`src/rtl/stage4_mem_pkg.sv`:
```
// Shared EX/MEM/WB/ID stage-bus widths and field offsets, plus packed views of the buses MEM touches.
`ifndef STAGE_BUS_DEFINES
`define STAGE_BUS_DEFINES
`define WIDTH_ES_TO_MS_BUS 71
`define WIDTH_MS_TO_WS_BUS 70
`define WIDTH_MS_TO_DS_BUS 38
`define ES_PC_LSB          0
`define ES_GR_WE_BIT       32
`define ES_RES_MEM_BIT     33
`define ES_DEST_LSB        34
`define ES_ALU_LSB         39
`define MS_PC_LSB          0
`define MS_GR_WE_BIT       32
`define MS_DEST_LSB        33
`define MS_RESULT_LSB      38
`endif

package stage4_mem_pkg;

    localparam int ES_TO_MS_W = `WIDTH_ES_TO_MS_BUS;
    localparam int MS_TO_WS_W = `WIDTH_MS_TO_WS_BUS;
    localparam int MS_TO_DS_W = `WIDTH_MS_TO_DS_BUS;

    // Member order follows the bit layout, MSB first.
    typedef struct packed {
        logic [31:0] alu_result;
        logic [4:0]  dest;
        logic        res_from_mem;
        logic        gr_we;
        logic [31:0] pc;
    } es_to_ms_t;

    typedef struct packed {
        logic [31:0] final_result;
        logic [4:0]  dest;
        logic        gr_we;
        logic [31:0] pc;
    } ms_to_ws_t;

    typedef struct packed {
        logic        gr_we_valid;
        logic [4:0]  dest;
        logic [31:0] final_result;
    } ms_to_ds_t;

endpackage

```
`src/rtl/stage4_mem.sv`:
```
// MEM pipeline stage: latches the EX bus, selects ALU or SRAM load data, and feeds WB and the ID bypass.
// One cycle EX-accept to WB-valid; load data is frozen in rd_hold so a WB stall never corrupts it.
module stage4_mem
    import stage4_mem_pkg::*;
(
    input  logic                  clk,
    input  logic                  reset,
    input  logic                  ws_allow_in,
    output logic                  ms_allow_in,
    input  logic                  es_to_ms_valid,
    output logic                  ms_to_ws_valid,
    input  logic [ES_TO_MS_W-1:0] es_to_ms_bus,
    input  logic [31:0]           data_sram_rdata,
    output logic [MS_TO_WS_W-1:0] ms_to_ws_bus,
    output logic [MS_TO_DS_W-1:0] ms_to_ds_bus
);

    es_to_ms_t   bus_r;
    ms_to_ws_t   ws_out;
    ms_to_ds_t   ds_out;
    logic        ms_valid;
    logic        ms_first;
    logic        ms_ready_go;
    logic        accept;
    logic [31:0] rd_hold;
    logic [31:0] mem_result;
    logic [31:0] final_result;

    assign ms_ready_go    = 1'b1;
    assign ms_allow_in    = !ms_valid || (ms_ready_go && ws_allow_in);
    assign ms_to_ws_valid = ms_valid && ms_ready_go;
    assign accept         = es_to_ms_valid && ms_allow_in;

    always_ff @(posedge clk) begin
        if (reset) begin
            ms_valid <= 1'b0;
            bus_r    <= '0;
            ms_first <= 1'b0;
            rd_hold  <= 32'd0;
        end else begin
            if (ms_allow_in) begin
                ms_valid <= es_to_ms_valid;
            end
            if (accept) begin
                bus_r <= es_to_ms_bus;
            end
            ms_first <= accept;
            if (ms_first) begin
                rd_hold <= data_sram_rdata;
            end
        end
    end

    // The SRAM port only reflects our address in the first cycle; afterwards EX owns it.
    assign mem_result   = ms_first ? data_sram_rdata : rd_hold;
    assign final_result = bus_r.res_from_mem ? mem_result : bus_r.alu_result;

    always_comb begin
        ws_out              = '0;
        ws_out.final_result = final_result;
        ws_out.dest         = bus_r.dest;
        ws_out.gr_we        = bus_r.gr_we;
        ws_out.pc           = bus_r.pc;

        ds_out              = '0;
        ds_out.gr_we_valid  = bus_r.gr_we && ms_valid;
        ds_out.dest         = bus_r.dest;
        ds_out.final_result = final_result;
    end

    assign ms_to_ws_bus = ws_out;
    assign ms_to_ds_bus = ds_out;

endmodule

```
`config.mk`:
```
export PLATFORM = sky130hd
export DESIGN_NAME = stage4_mem
export DESIGN_NICKNAME = d
export VERILOG_FILES = /design/src/rtl/stage4_mem_pkg.sv /design/src/rtl/stage4_mem.sv
export SDC_FILE = /design/constraint.sdc
export NUM_CORES = 1
export LEC_CHECK = 0
export CAP_MARGIN = 20
export CORE_ASPECT_RATIO = 0.75
export CORE_UTILIZATION = 40
export DETAILED_ROUTE_END_ITERATION = 10
export PLACE_DENSITY = 0.75
export SYNTH_ARGS = -nofsm -noshare
export SYNTH_HDL_FRONTEND = slang
export SYNTH_SLANG_ARGS = --single-unit
export TNS_END_PERCENT = 30
```
`constraint.sdc`:
```
create_clock -name clk -period 1.54 [get_ports clk]
set_clock_uncertainty 0.1 [all_clocks]
set_input_delay 0.154 -clock clk [delete_from_list [all_inputs] [get_ports clk]]
set_output_delay 0.154 -clock clk [all_outputs]
set_load 0.01 [all_outputs]
```
After elaboration in Yosys (flattened, before gate mapping):

Index checks and enable logic that the tools add are counted.
Widths: inputs -> output; s select.

* reduce and logical (&&, ||, !) cells: 4
* equal/unequal tests: 0
* div/mod/pow operators: 0
* $lt $le $gt $ge: 0
* shift operators: 0
* $mul: 0
* add/subtract/negate cells: 0
* bitwise logic cells: 0
* muxes and demuxes: 2

Operator list (count)
* $mux 32: 2
* $logic_and 1x1->1: 2
* $logic_not 1->1: 1
* $logic_or 1x1->1: 1

* logic and storage cells: 14
* memory bits (writable): 0
* output and inout bits: 110
* latch bits: 0
* input bits: 107
* register bits after elaboration: 105
* memories kept: 0
* ROM bits: 0

Longest topological paths before layout:

* depth after elaboration: 3
* mapped depth: 6
* gate-level depth less buffers: 3

Worst setup path before layout:

Ideal clock, no wire load.

* path kind: reg-to-output
* from: reg bus_r[33] (netlist name)
* to: out ms_to_ws_bus[41]
* buffers on the path: 3
* arrival time: 1.244 ns
* setup slack: 0.042 ns
* cell stages (with the launch flop): 6
* required time: 1.286 ns
* path through: dfxtp_1 > buf_2 > clkbuf_1 > nor2_1 > a21oi_1 > buf_4

* cells in the longest elaborated chain, start to end: 1

RTL lines
* from (decl): RTL line stage4_mem.sv:18 `es_to_ms_t bus_r;`
* from (signal assigned): RTL line stage4_mem.sv:45 `bus_r <= es_to_ms_bus;`
* $mux 32: RTL line stage4_mem.sv:56 `assign final_result = bus_r.res_from_mem ? mem_result : bus_r.alu_result;`
* to (decl): RTL line stage4_mem.sv:14 `output logic [MS_TO_WS_W-1:0] ms_to_ws_bus,`

No other way between the ends.

Final worst setup path:

* from: reg ms_first
* to: out ms_to_ds_bus[31]

* cells in the longest elaborated chain, start to end: 2

RTL lines
* from (decl): RTL line stage4_mem.sv:22 `logic ms_first;`
* from (signal assigned): RTL line stage4_mem.sv:47 `ms_first <= accept;`
* $mux 32
* $mux 32: RTL line stage4_mem.sv:56
* to (decl): RTL line stage4_mem.sv:15 `output logic [MS_TO_DS_W-1:0] ms_to_ds_bus`

No other way between the ends.

==> impl_results.md <==
- Share of cells above drive strength 1: 0.2292
- Total CTS buffers: 9
- Number of global-route vias before repair: 4422
- CTS Root Cell: clkbuf_16
- Reg2reg end: rd_hold[26]
- Flop-to-flop setup slack: 0.19 ns
- Clock sinks: 105
- IR drop worst, VDD: 593.8 µV
- Initial antenna violation count: 0
- Layout fillers: 1038
- Sequential fraction of the synthesis area: 0.4029
- Final core area utilization: 0.6137
- Grt met1 use: 0.2347
- CTS H-tree lvls: 3
- Largest net degree at the start of global routing: 54
- Num ports: 217
- Total gr overflow: 0
- Number of DRC markers in iteration 0: 161
- Final hold violation count: 0
- F_max: 535.4 MHz
- Worst Path Max Fanout: 14
- Register area: 0.002108 mm²
- Die Width: 133.9 µm
- Initial DRT Pass Iterations: 4
- CP endpoint kind: output port
- Hold Startpoint: es_to_ms_valid
- CTS tree: done
- Worst hold slack: 0.07209 ns
- Clock Latency Late Sink: 0.33 ns
- CP Class: flop to output port
- Fin crit period: 1.868 ns
- DR WL/cell: 15.42 µm
- Status: finished with violations
- Antenna diodes: 0
- Number of hold buffers added after CTS: 0
- M3 GR Usage: 0.06184
- Layout area overhead: 46.81%
- DIE HEIGHT: 100.9 µm
- Min-Delay Path Class: input port to flop
- CTS clk-pin slew, worst paths: 0.07 ns
- Tcrit/Tclk final: 1.213
- Final setup vio count: 64
- Hold Path Sink: ms_to_ws_bus[12]
- Avg Cell Area, Syn: 8.965 µm²
- Via density: 4.992
- Post-DP HPWL: 9477 µm
- ANT nets after route: 0
- Reg-to-reg startpoint: ms_first
- Yosys cell types: 17
- RSZ-0062 raised after global routing: true
- Post-Syn Instances: 582
- First-pass GRT wire length: 21300 µm
- Fin worst setup slack: -0.3279 ns
- Total Routing Usage GR: 0.1969
- Synthesized cell area: 0.005218 mm²
- Worst Tran Pin Value: 0.3626 ns
- Die footprint: 0.01351 mm²
- Slew Limit Fails: 0
- Via count: 4488
- Worst Path Arrival: 1.61 ns
- Total nets after synthesis: 689
- # rows: 35
- DR DRC count: 0
- Failing checks: setup timing
- PD cells: 883.5 mW/mm²
- Max Root-Sink Buffers: 2
- GRT Max-Usage Layer: met2
- Hold Path Depth: 3
- #FFs+latches synth: 105
- CP startpoint kind: flop
- Area occupied by multi-input gates: 0.002555 mm²
- # nets final: 835
- Met2 GRT Util: 0.3452
- Slew Limit Headroom: 0.7582
- Synth Warn #: 0
- Core area: 0.01248 mm²
- Total wire length: 13860 µm
- Placer congestion estimate: 0.7911
- Leak pwr: 3.267 nW
- Number of max-cap violations: 0
- Starting Density: 0.4180
- FF-to-FF path depth: 6
- WP data required: 1.29 ns
- Port bufs: 216
## how the worst max path moves through the flow
| stage | startpoint | endpoint | slack (ns) | cells after the start |
|---|---|---|---|---|
| 2_1_floorplan | bus_r[33] | ms_to_ws_bus[41] | 0.04 | 5 |
| 3_3_place_gp | data_sram_rdata[31] | ms_to_ds_bus[31] | -0.34 | 4 |
| 3_5_place_dp | data_sram_rdata[31] | ms_to_ds_bus[31] | -0.35 | 4 |
| 4_1_cts | ms_first | ms_to_ds_bus[29] | -0.36 | 5 |
| 5_1_grt | ms_first | ms_to_ws_bus[69] | -0.38 | 6 |
| 6_report | ms_first | ms_to_ds_bus[31] | -0.33 | 6 |
## stage by stage
| step | instances | instance area [µm²] | setup TNS [ns] | power, W | setup slack, ns |
|---|---|---|---|---|---|
| final | 899 | 7660 | -12.39 | 0.006767 | -0.3279 |
| after global routing | 899 | 7660 | -16.95 | 0.007093 | -0.3761 |
| after CTS | 896 | 7481 | -17.18 | 0.006774 | -0.3560 |
| after detailed placement | 871 | 7094 | -16.10 | 0.004610 | -0.3523 |
| after global placement | 871 | 7094 | -13.29 | 0.004575 | -0.3359 |
| after floorplan | 582 | 5218 | 0 | 0.003881 | 0.04182 |
## power breakdown
group          switching (W)  total, W  leakage [nW]  internal (W)
Combinational       0.000736   0.00164          2.27      0.000903
Clock                0.00102   0.00217         0.137       0.00115
Sequential         0.0000878   0.00295         0.864       0.00287
Total                0.00184   0.00677          3.27       0.00492
## final cells by class
| cell class | count | share of cell area |
|---|---|---|
| Clock buffer | 11 | 0.03169 |
| Timing Repair Buffer | 265 | 0.3269 |
| Inverter | 1 | 0.0004900 |
| Clock inverter | 5 | 0.005064 |
| Multi-Input combinational cell | 346 | 0.3336 |
| Sequential cell | 105 | 0.2752 |
| Tap cell | 166 | 0.02712 |
## layout by cell type (no fill, tap or decap)
cell	n
mux2i_2	1
nor2_1	65
clkinv_2	1
nand2_1	1
buf_12	14
clkbuf_8	1
clkdlybuf4s50_1	132
clkinvlp_4	1
clkbuf_1	1
nand2b_4	1
clkbuf_2	10
and2_1	1
a21oi_1	77
dfxtp_2	2
clkbuf_16	9
dlymetal6s2s_1	15
dfxtp_4	1
buf_6	5
buf_2	35
a21oi_2	27
clkdlybuf4s15_2	1
mux2i_4	22
a21bo_1	71
inv_1	1
dlygate4sd2_1	19
nand3_1	71
inv_6	2
clkinv_4	1
buf_4	34
dfxtp_1	102
mux2i_1	9
## layer usage
layer	share of wire	vias up
met4	0.0079	0
met1	0.43	2130
met5	0	-
met3	0.070	10
li1	-	2207
met2	0.50	141
## flip-flops by register name (all words and copies together), names as in the netlist
name            cells
bus_r              33
ms_first            1
ms_to_ds_bus        5
ms_to_ws_bus       33
ms_to_ws_valid      1
rd_hold            32
## logic make-up (layout without fill, tap and decap cells)
group | Yosys count | count (layout) | share of synthesized area
AO/OA/AOI/OAI | 175 | 175 | 0.2396
multiplexers | 32 | 32 | 0.06139
flip-flops | 105 | 105 | 0.4029
AND/OR/NAND/NOR | 139 | 139 | 0.1194
buffers and inverters | 131 | 282 | 0.1767
## timing repair
item / in CTS / in global routing
endpoints found under the setup margin: 69 / 79
pin swaps: 6 / 12
cloned: 0 / 0
gates resized for setup: 162 / 132
setup buffers: 9 / 3
## critical path, stage by stage (launching register included)
cell and delay [ns]:
dfxtp_4 0.36, buf_12 0.15, buf_4 0.15, mux2i_4 0.19
a21oi_2 0.18, buf_4 0.15, buf_6 0.10
## Yosys cell counts
| cell type | number | area, µm² |
|---|---|---|
| buf_1 | 1 | 3.750 |
| nand2b_4 | 1 | 13.76 |
| mux2i_1 | 32 | 320.3 |
| nand2_1 | 1 | 3.750 |
| dfxtp_1 | 105 | 2102 |
| buf_2 | 17 | 85.08 |
| inv_1 | 1 | 3.750 |
| nor2_1 | 65 | 244.0 |
| buf_4 | 79 | 593.1 |
| buf_6 | 12 | 135.1 |
| clkbuf_1 | 19 | 71.32 |
| a21oi_1 | 99 | 495.5 |
| buf_8 | 2 | 30.03 |
| a21oi_2 | 5 | 43.79 |
| a21bo_1 | 71 | 710.7 |
| nand3_1 | 71 | 355.3 |
| and2_1 | 1 | 6.260 |
(Power assumes the default switching activity.)
